### config.mk
export PLATFORM = sky130hd
export DESIGN_NAME = fetch_stage
export DESIGN_NICKNAME = d
export VERILOG_FILES = /design/src/rtl/fetch_stage_pkg.sv /design/src/rtl/fetch_stage_inst_mem.sv /design/src/rtl/fetch_stage.sv
export SDC_FILE = /design/constraint.sdc
export NUM_CORES = 1
export LEC_CHECK = 0
export BUFFER_PORTS_ARGS = -buffer_cell sky130_fd_sc_hd__buf_2
export CAP_MARGIN = 20
export CORE_AREA = 2 2 118 120
export DETAILED_ROUTE_END_ITERATION = 6
export DIE_AREA = 0 0 120 122
export PLACE_DENSITY_LB_ADDON = 0.15
export SYNTH_ARGS = -nofsm -noshare
export SYNTH_HDL_FRONTEND = slang
export SYNTH_HIERARCHICAL = 1
export SYNTH_SLANG_ARGS = --single-unit
export TNS_END_PERCENT = 20
### constraint.sdc
create_clock -name clk -period 3.25 [get_ports clk]
set_clock_uncertainty 0.1 [all_clocks]
set_input_delay 0 -clock clk [delete_from_list [all_inputs] [get_ports clk]]
set_output_delay 0 -clock clk [all_outputs]
set_load 0.02 [all_outputs]
### src/rtl/fetch_stage_pkg.sv
// Shared definitions for the instruction-fetch stage.
//   WORD_LEN       default datapath / PC width
//   NOP_INSN       encoding squashed into IF/ID on a flush (all zeros)
//   stage_ctrl_e   per-cycle decision of the fetch stage
//   sat_inc        saturating increment used by the performance counters
//   imem_word      built-in program image used by inst_mem
package fetch_stage_pkg;

  localparam int WORD_LEN = 32;

  localparam logic [31:0] NOP_INSN = 32'h0000_0000;

  typedef enum logic [1:0] {
    RUN   = 2'd0,
    STALL = 2'd1,
    FLUSH = 2'd2
  } stage_ctrl_e;

  // Increment v unless it already equals max; callers pass their all-ones value
  // zero-extended to 32 bits and truncate the result back to counter width.
  function automatic logic [31:0] sat_inc(input logic [31:0] v, input logic [31:0] max);
    return (v == max) ? v : v + 32'd1;
  endfunction

  // Program image: word i is "addi x0, x0, i" (immediate in bits 31:20), which
  // makes every location distinct, never equal to the NOP bubble, and easy to
  // recognise in a trace.
  function automatic logic [31:0] imem_word(input logic [31:0] idx);
    return (idx << 20) | 32'h0000_0013;
  endfunction

endpackage

### src/rtl/fetch_stage_inst_mem.sv
// Instruction memory for the fetch stage.
// Combinational, word-indexed read-only memory of IMEM_DEPTH words. The address
// is already reduced to log2(IMEM_DEPTH) bits by the caller, so indexing wraps
// modulo the depth.
// Ports:
//   addr_i   in   AW        word index
//   rdata_o  out  WORD_LEN  instruction at addr_i
module inst_mem #(
  parameter int WORD_LEN   = 32,
  parameter int IMEM_DEPTH = 1024,
  parameter int AW         = $clog2(IMEM_DEPTH)
) (
  input  logic [AW-1:0]       addr_i,
  output logic [WORD_LEN-1:0] rdata_o
);
  import fetch_stage_pkg::*;

  // Contents are a constant table, so synthesis folds this into a ROM.
  always_comb begin
    rdata_o = WORD_LEN'(imem_word(32'(addr_i)));
  end

endmodule

### src/rtl/fetch_stage.sv
// Instruction-fetch stage with the IF/ID pipeline register.
// Holds the PC, reads instruction memory, freezes on a hazard, redirects on a
// taken branch resolved in ID (inserting one NOP bubble) and counts stall and
// flush events in saturating counters. All outputs come straight from flops.
// Ports:
//   clk              in   1         rising-edge clock
//   rst              in   1         asynchronous active-high reset
//   hazard_detected  in   1         freeze request from the hazard unit
//   Br_Taken_ID      in   1         branch/jump resolved taken in ID
//   Br_target_ID     in   WORD_LEN  redirect byte address
//   PC_ID            out  WORD_LEN  PC+4 of the instruction in IF/ID
//   inst_ID          out  WORD_LEN  instruction in IF/ID
//   valid_ID         out  1         IF/ID holds a real instruction
//   PC_IF            out  WORD_LEN  current fetch PC
//   stall_cnt        out  CNT_W     hazard-freeze cycles, saturating
//   flush_cnt        out  CNT_W     taken-branch flushes, saturating
module fetch_stage #(
  parameter int              WORD_LEN   = 32,
  parameter int              IMEM_DEPTH = 1024,
  parameter logic [WORD_LEN-1:0] RESET_PC = '0,
  parameter int              CNT_W      = 16
) (
  input  logic                clk,
  input  logic                rst,
  input  logic                hazard_detected,
  input  logic                Br_Taken_ID,
  input  logic [WORD_LEN-1:0] Br_target_ID,
  output logic [WORD_LEN-1:0] PC_ID,
  output logic [WORD_LEN-1:0] inst_ID,
  output logic                valid_ID,
  output logic [WORD_LEN-1:0] PC_IF,
  output logic [CNT_W-1:0]    stall_cnt,
  output logic [CNT_W-1:0]    flush_cnt
);
  import fetch_stage_pkg::*;

  localparam int AW = $clog2(IMEM_DEPTH);
  localparam logic [31:0] CNT_MAX = 32'({CNT_W{1'b1}});

  logic [WORD_LEN-1:0] pc_q, pc_d;
  logic [WORD_LEN-1:0] inst_q, inst_d;
  logic [WORD_LEN-1:0] pc_id_q, pc_id_d;
  logic                valid_q, valid_d;
  logic [CNT_W-1:0]    stall_cnt_q, stall_cnt_d;
  logic [CNT_W-1:0]    flush_cnt_q, flush_cnt_d;

  stage_ctrl_e         ctrl;
  logic [WORD_LEN-1:0] pc_plus4;
  logic [WORD_LEN-1:0] br_target;
  logic [WORD_LEN-1:0] imem_rdata;

  inst_mem #(
    .WORD_LEN   (WORD_LEN),
    .IMEM_DEPTH (IMEM_DEPTH),
    .AW         (AW)
  ) u_imem (
    .addr_i  (pc_q[AW+1:2]),
    .rdata_o (imem_rdata)
  );

  // Wraps modulo 2^WORD_LEN by construction.
  assign pc_plus4 = pc_q + WORD_LEN'(4);

  // Instructions are word aligned; the low two target bits carry no meaning.
  assign br_target = Br_target_ID & ~WORD_LEN'(3);

  // Stall wins over a branch: ID is frozen too, so it re-resolves the branch
  // once the hazard clears and the redirect is not lost.
  always_comb begin
    if (hazard_detected) begin
      ctrl = STALL;
    end else if (Br_Taken_ID) begin
      ctrl = FLUSH;
    end else begin
      ctrl = RUN;
    end
  end

  always_comb begin
    pc_d        = pc_q;
    inst_d      = inst_q;
    pc_id_d     = pc_id_q;
    valid_d     = valid_q;
    stall_cnt_d = stall_cnt_q;
    flush_cnt_d = flush_cnt_q;

    unique case (ctrl)
      STALL: begin
        stall_cnt_d = CNT_W'(sat_inc(32'(stall_cnt_q), CNT_MAX));
      end
      FLUSH: begin
        // The instruction fetched this cycle is on the wrong path: drop it.
        pc_d        = br_target;
        inst_d      = WORD_LEN'(NOP_INSN);
        pc_id_d     = '0;
        valid_d     = 1'b0;
        flush_cnt_d = CNT_W'(sat_inc(32'(flush_cnt_q), CNT_MAX));
      end
      default: begin
        pc_d    = pc_plus4;
        inst_d  = imem_rdata;
        pc_id_d = pc_plus4;
        valid_d = 1'b1;
      end
    endcase
  end

  always_ff @(posedge clk or posedge rst) begin
    if (rst) begin
      pc_q        <= RESET_PC;
      inst_q      <= WORD_LEN'(NOP_INSN);
      pc_id_q     <= '0;
      valid_q     <= 1'b0;
      stall_cnt_q <= '0;
      flush_cnt_q <= '0;
    end else begin
      pc_q        <= pc_d;
      inst_q      <= inst_d;
      pc_id_q     <= pc_id_d;
      valid_q     <= valid_d;
      stall_cnt_q <= stall_cnt_d;
      flush_cnt_q <= flush_cnt_d;
    end
  end

  assign PC_IF     = pc_q;
  assign inst_ID   = inst_q;
  assign PC_ID     = pc_id_q;
  assign valid_ID  = valid_q;
  assign stall_cnt = stall_cnt_q;
  assign flush_cnt = flush_cnt_q;

endmodule

==> parameters.txt <==
Parameter                              Value

Power and ir drop
  Switching share of total power    31.4%
  Power share of the clock group    39.6%
  Combinational group share of total power    21.4%
  Power density over the cells    673 mW/mm2
  Peak supply drop    364 uV
  Post-layout power    5.38 mW
  Internal power    3.69 mW
  Relative contribution of sequential cells to total power    39.0%
  Sw Pwr    1.69 mW
  Pleak    3.79 nW

Worst setup path
  Arrival @ worst endpoint    2.44 ns
  Worst Setup Start Kind    flip-flop
  Required time of the worst setup path    3.45 ns
  Type of destination of the critical path    flip-flop
  Logic depth of the worst register-to-register path    6
  Crit Path Category    flip-flop to flip-flop
  Maximum fanout count along the critical path    8

Detailed routing
  Via density per instance    5.33
  Total Routed Length    15.7 mm
  DRC viols    0
  Detailed-route via count    5174
  Detailed Route Iter0 Violations    289
  Routed Antenna Nets    0
  Final routed wire length divided by cell count    16.2 um
  Number of detailed-routing iterations run before antenna repair    4

CTS
  Clock tree from TritonCTS    built
  Post-CTS setup buffers    0
  Clk slew on worst S/H paths    0.06 ns
  Clock net sink count    126
  Root Buffer    clkbuf_16
  Max H-tree Level    4
  Clock network latency to the later pin of the worst-skew pair    0.41 ns
  Cts-stage hold buffer count    32
  Maximum buffer depth of the clock tree    2
  Post_cts resized    0
  Number of buffers created by CTS    17

Die
  Number of ports placed on the die boundary    165
  Number of placement rows    43
  Die ar.    0.0146 mm2
  Core box area    0.0135 mm2
  Die span in x    120 um
  Die height    122 um
  Effective utilization at floorplan    46.3%

Synth
  Area of the mapped netlist    0.00626 mm2
  Count of synthesis-stage warnings from yosys    6
  Sequential element share of the synthesized area    50.4%
  Per-instance average area after synthesis    10.2 um2
  Fraction of registers with async set/reset    100%
  Number of enable flip-flop cells after synthesis    0
  Number of distinct library cells after synthesis    51
  Share of the synthesized area in the top cell type    50.4%
  Total of flip-flops plus latches after synthesis    126
  Top flip-flop cell by instance count after synthesis    dfrtp_1
  Cell count after synthesis    612
  Top cells by area in the synthesized netlist    dfrtp_1 (50%), xnor2_1 (4.6%), a22o_1 (4.5%)
  Library cell occupying the most area in the post-synthesis netlist    dfrtp_1

Layout
  Final design utilization    59.2%
  Sequential Area    0.00315 mm2
  Fillers    1198
  Share of final-layout standard cells stronger than drive strength 1    27.6%
  Layout overhead on the synthesized area    27.8%
  Multi-input combinational cell area    0.00274 mm2
  Layout Cell Area excl Fill    0.00800 mm2
  Antenna diode count    0
  Number of nets at the end of the flow    817

STA
  Relative slew margins    32.3%
  Highest clock rate    447 MHz
  Slew at the pin closest to its max-slew limit    1.02 ns
  Final Cycle Share    68.8%
  Tmin final    2.24 ns
  Final setup violation count    0
  Setup TNS    0 ns
  Max Transition Viols Final    0
  RSZ-0062 raised after global routing    false
  Count of final hold-check violations    0

Placement
  Final Wtd Congestion    0.822
  Placement-stage cell area    0.00701 mm2
  HPWL Detailed    10.5 mm
  Total of buffers placed on input and output ports    160

Global routing
  Grt ovf    0
  Antenna violations before repair    0
  Pin count of the biggest net entering global routing    99
  Vias in the first global route    4887
  First-pass GRT wire length    25.4 mm
  Overall routing resource usage    22.0%

Job
  Reported max-cap violation count    0

Hold path
  Worst hold path cell count    3
  Hold WC Path Type    primary input to flip-flop

Run status
  Result of the run    complete, no violations
[cell families (layout without fill, tap and decap cells)]
logic type,Yosys count,in the layout,synth area share [%]
XOR/XNOR,50,50,7.00
AND/OR/NAND/NOR,204,204,17.8
other,3,24,0.180
flip-flops,126,126,50.4
multiplexers,17,17,2.78
AO/OA/AOI/OAI,127,127,14.0
buffers and inverters,82,240,7.26
adder cells (fa/ha/maj),3,3,0.600
[area by class of cell]
| class | count | share of cell area (%) |
|---|---|---|
| Tap cell | 180 | 2.82 |
| Sequential cell | 126 | 39.4 |
| Clock inverter | 9 | 2.25 |
| Clock buffer | 23 | 6.10 |
| Timing Repair Buffer | 199 | 14.7 |
| Multi-Input combinational cell | 425 | 34.2 |
| Inverter | 9 | 0.469 |
[placed cells by master, fill, tap and decap left out, types with 8 or more instances in the layout]
cell type,count
a21oi_1,18
a22o_1,32
a22oi_1,12
and3_1,9
buf_2,159
buf_4,8
clkbuf_16,17
conb_1,24
dfrtp_1,126
dlygate4sd3_1,32
mux2i_1,14
nand2_1,68
nand3_1,31
nand4_1,17
nor2_1,26
nor3_1,10
o21ai_0,27
o22ai_1,12
xnor2_1,33
xor2_1,17
[critical path, cell delays in order (launching register included)]
cell	delay, ns
dfrtp_1	0.47
ha_1	0.27
and3_1	0.33
nand4_4	0.19
nor3_1	0.43
nand3_1	0.12
and3_1	0.21
[worst paths after layout]
check	from	end	slack [ns]
max	PC_IF[2]	PC_IF[26]	1.01
min	Br_Taken_ID	PC_IF[3]	0.03
max reg2reg	PC_IF[2]	PC_IF[26]	1.01
min reg2reg	PC_ID[11]	PC_ID[11]	0.37
max in group asynchronous	rst	PC_ID[6]	2.13
min in group asynchronous	rst	PC_ID[28]	0.29
[stage by stage]
stage                     worst slack [ns]  instances  hold slack (ns)
after floorplan                       1.18        633           0.0349
after global placement                1.04        907            0.127
after detailed placement             0.999        907            0.136
after CTS                            0.977        971           0.0173
after global routing                 0.788        971           0.0564
final                                 1.01        971           0.0324
[Yosys cell counts, drive strengths merged, types with 3 or more instances]
master and n:
and3 9, nand2 69, xnor2 33, clkbuf 26, a22o 32, a21oi 18
nor3b 3, conb 3, o31ai 6, nor3 14, nand4 19, nor4 4
mux2 3, buf 47, a221o 3, xor2 17, nand3 31, o21ai 30
and2 6, ha 3, mux2i 14, o22ai 12, and4 9, inv 8
a22oi 12, o211ai 5, or3 7, dfrtp 126, nor2 28
[power groups by stage]
stage	combinational, mW	clock [mW]	sequential, mW
4_1_cts	1.17	2.16	2.10
5_1_grt	1.26	2.24	2.14
3_3_place_gp	1.11	0	2.10
2_1_floorplan	0.574	0	2.32
3_5_place_dp	1.13	0	2.12
6_report	1.15	2.13	2.10
[per-layer routing]
layer	global-route usage, %	up-vias	wire length (um)	part of all wire [%]
li1	-	2469	-	-
met3	6.46	14	932	5.9
met1	28.9	2551	7010	45
met2	35.3	140	7560	48
met4	6.62	0	190	1.2
met5	0	-	0	0
[sequential cells by signal (all words and copies together) (netlist names)]
register   flops
stall_cnt     16
inst_ID       32
flush_cnt     16
valid_ID       1
PC_IF         30
PC_ID         31
Note: power is estimated with default switching activity, not from simulation.
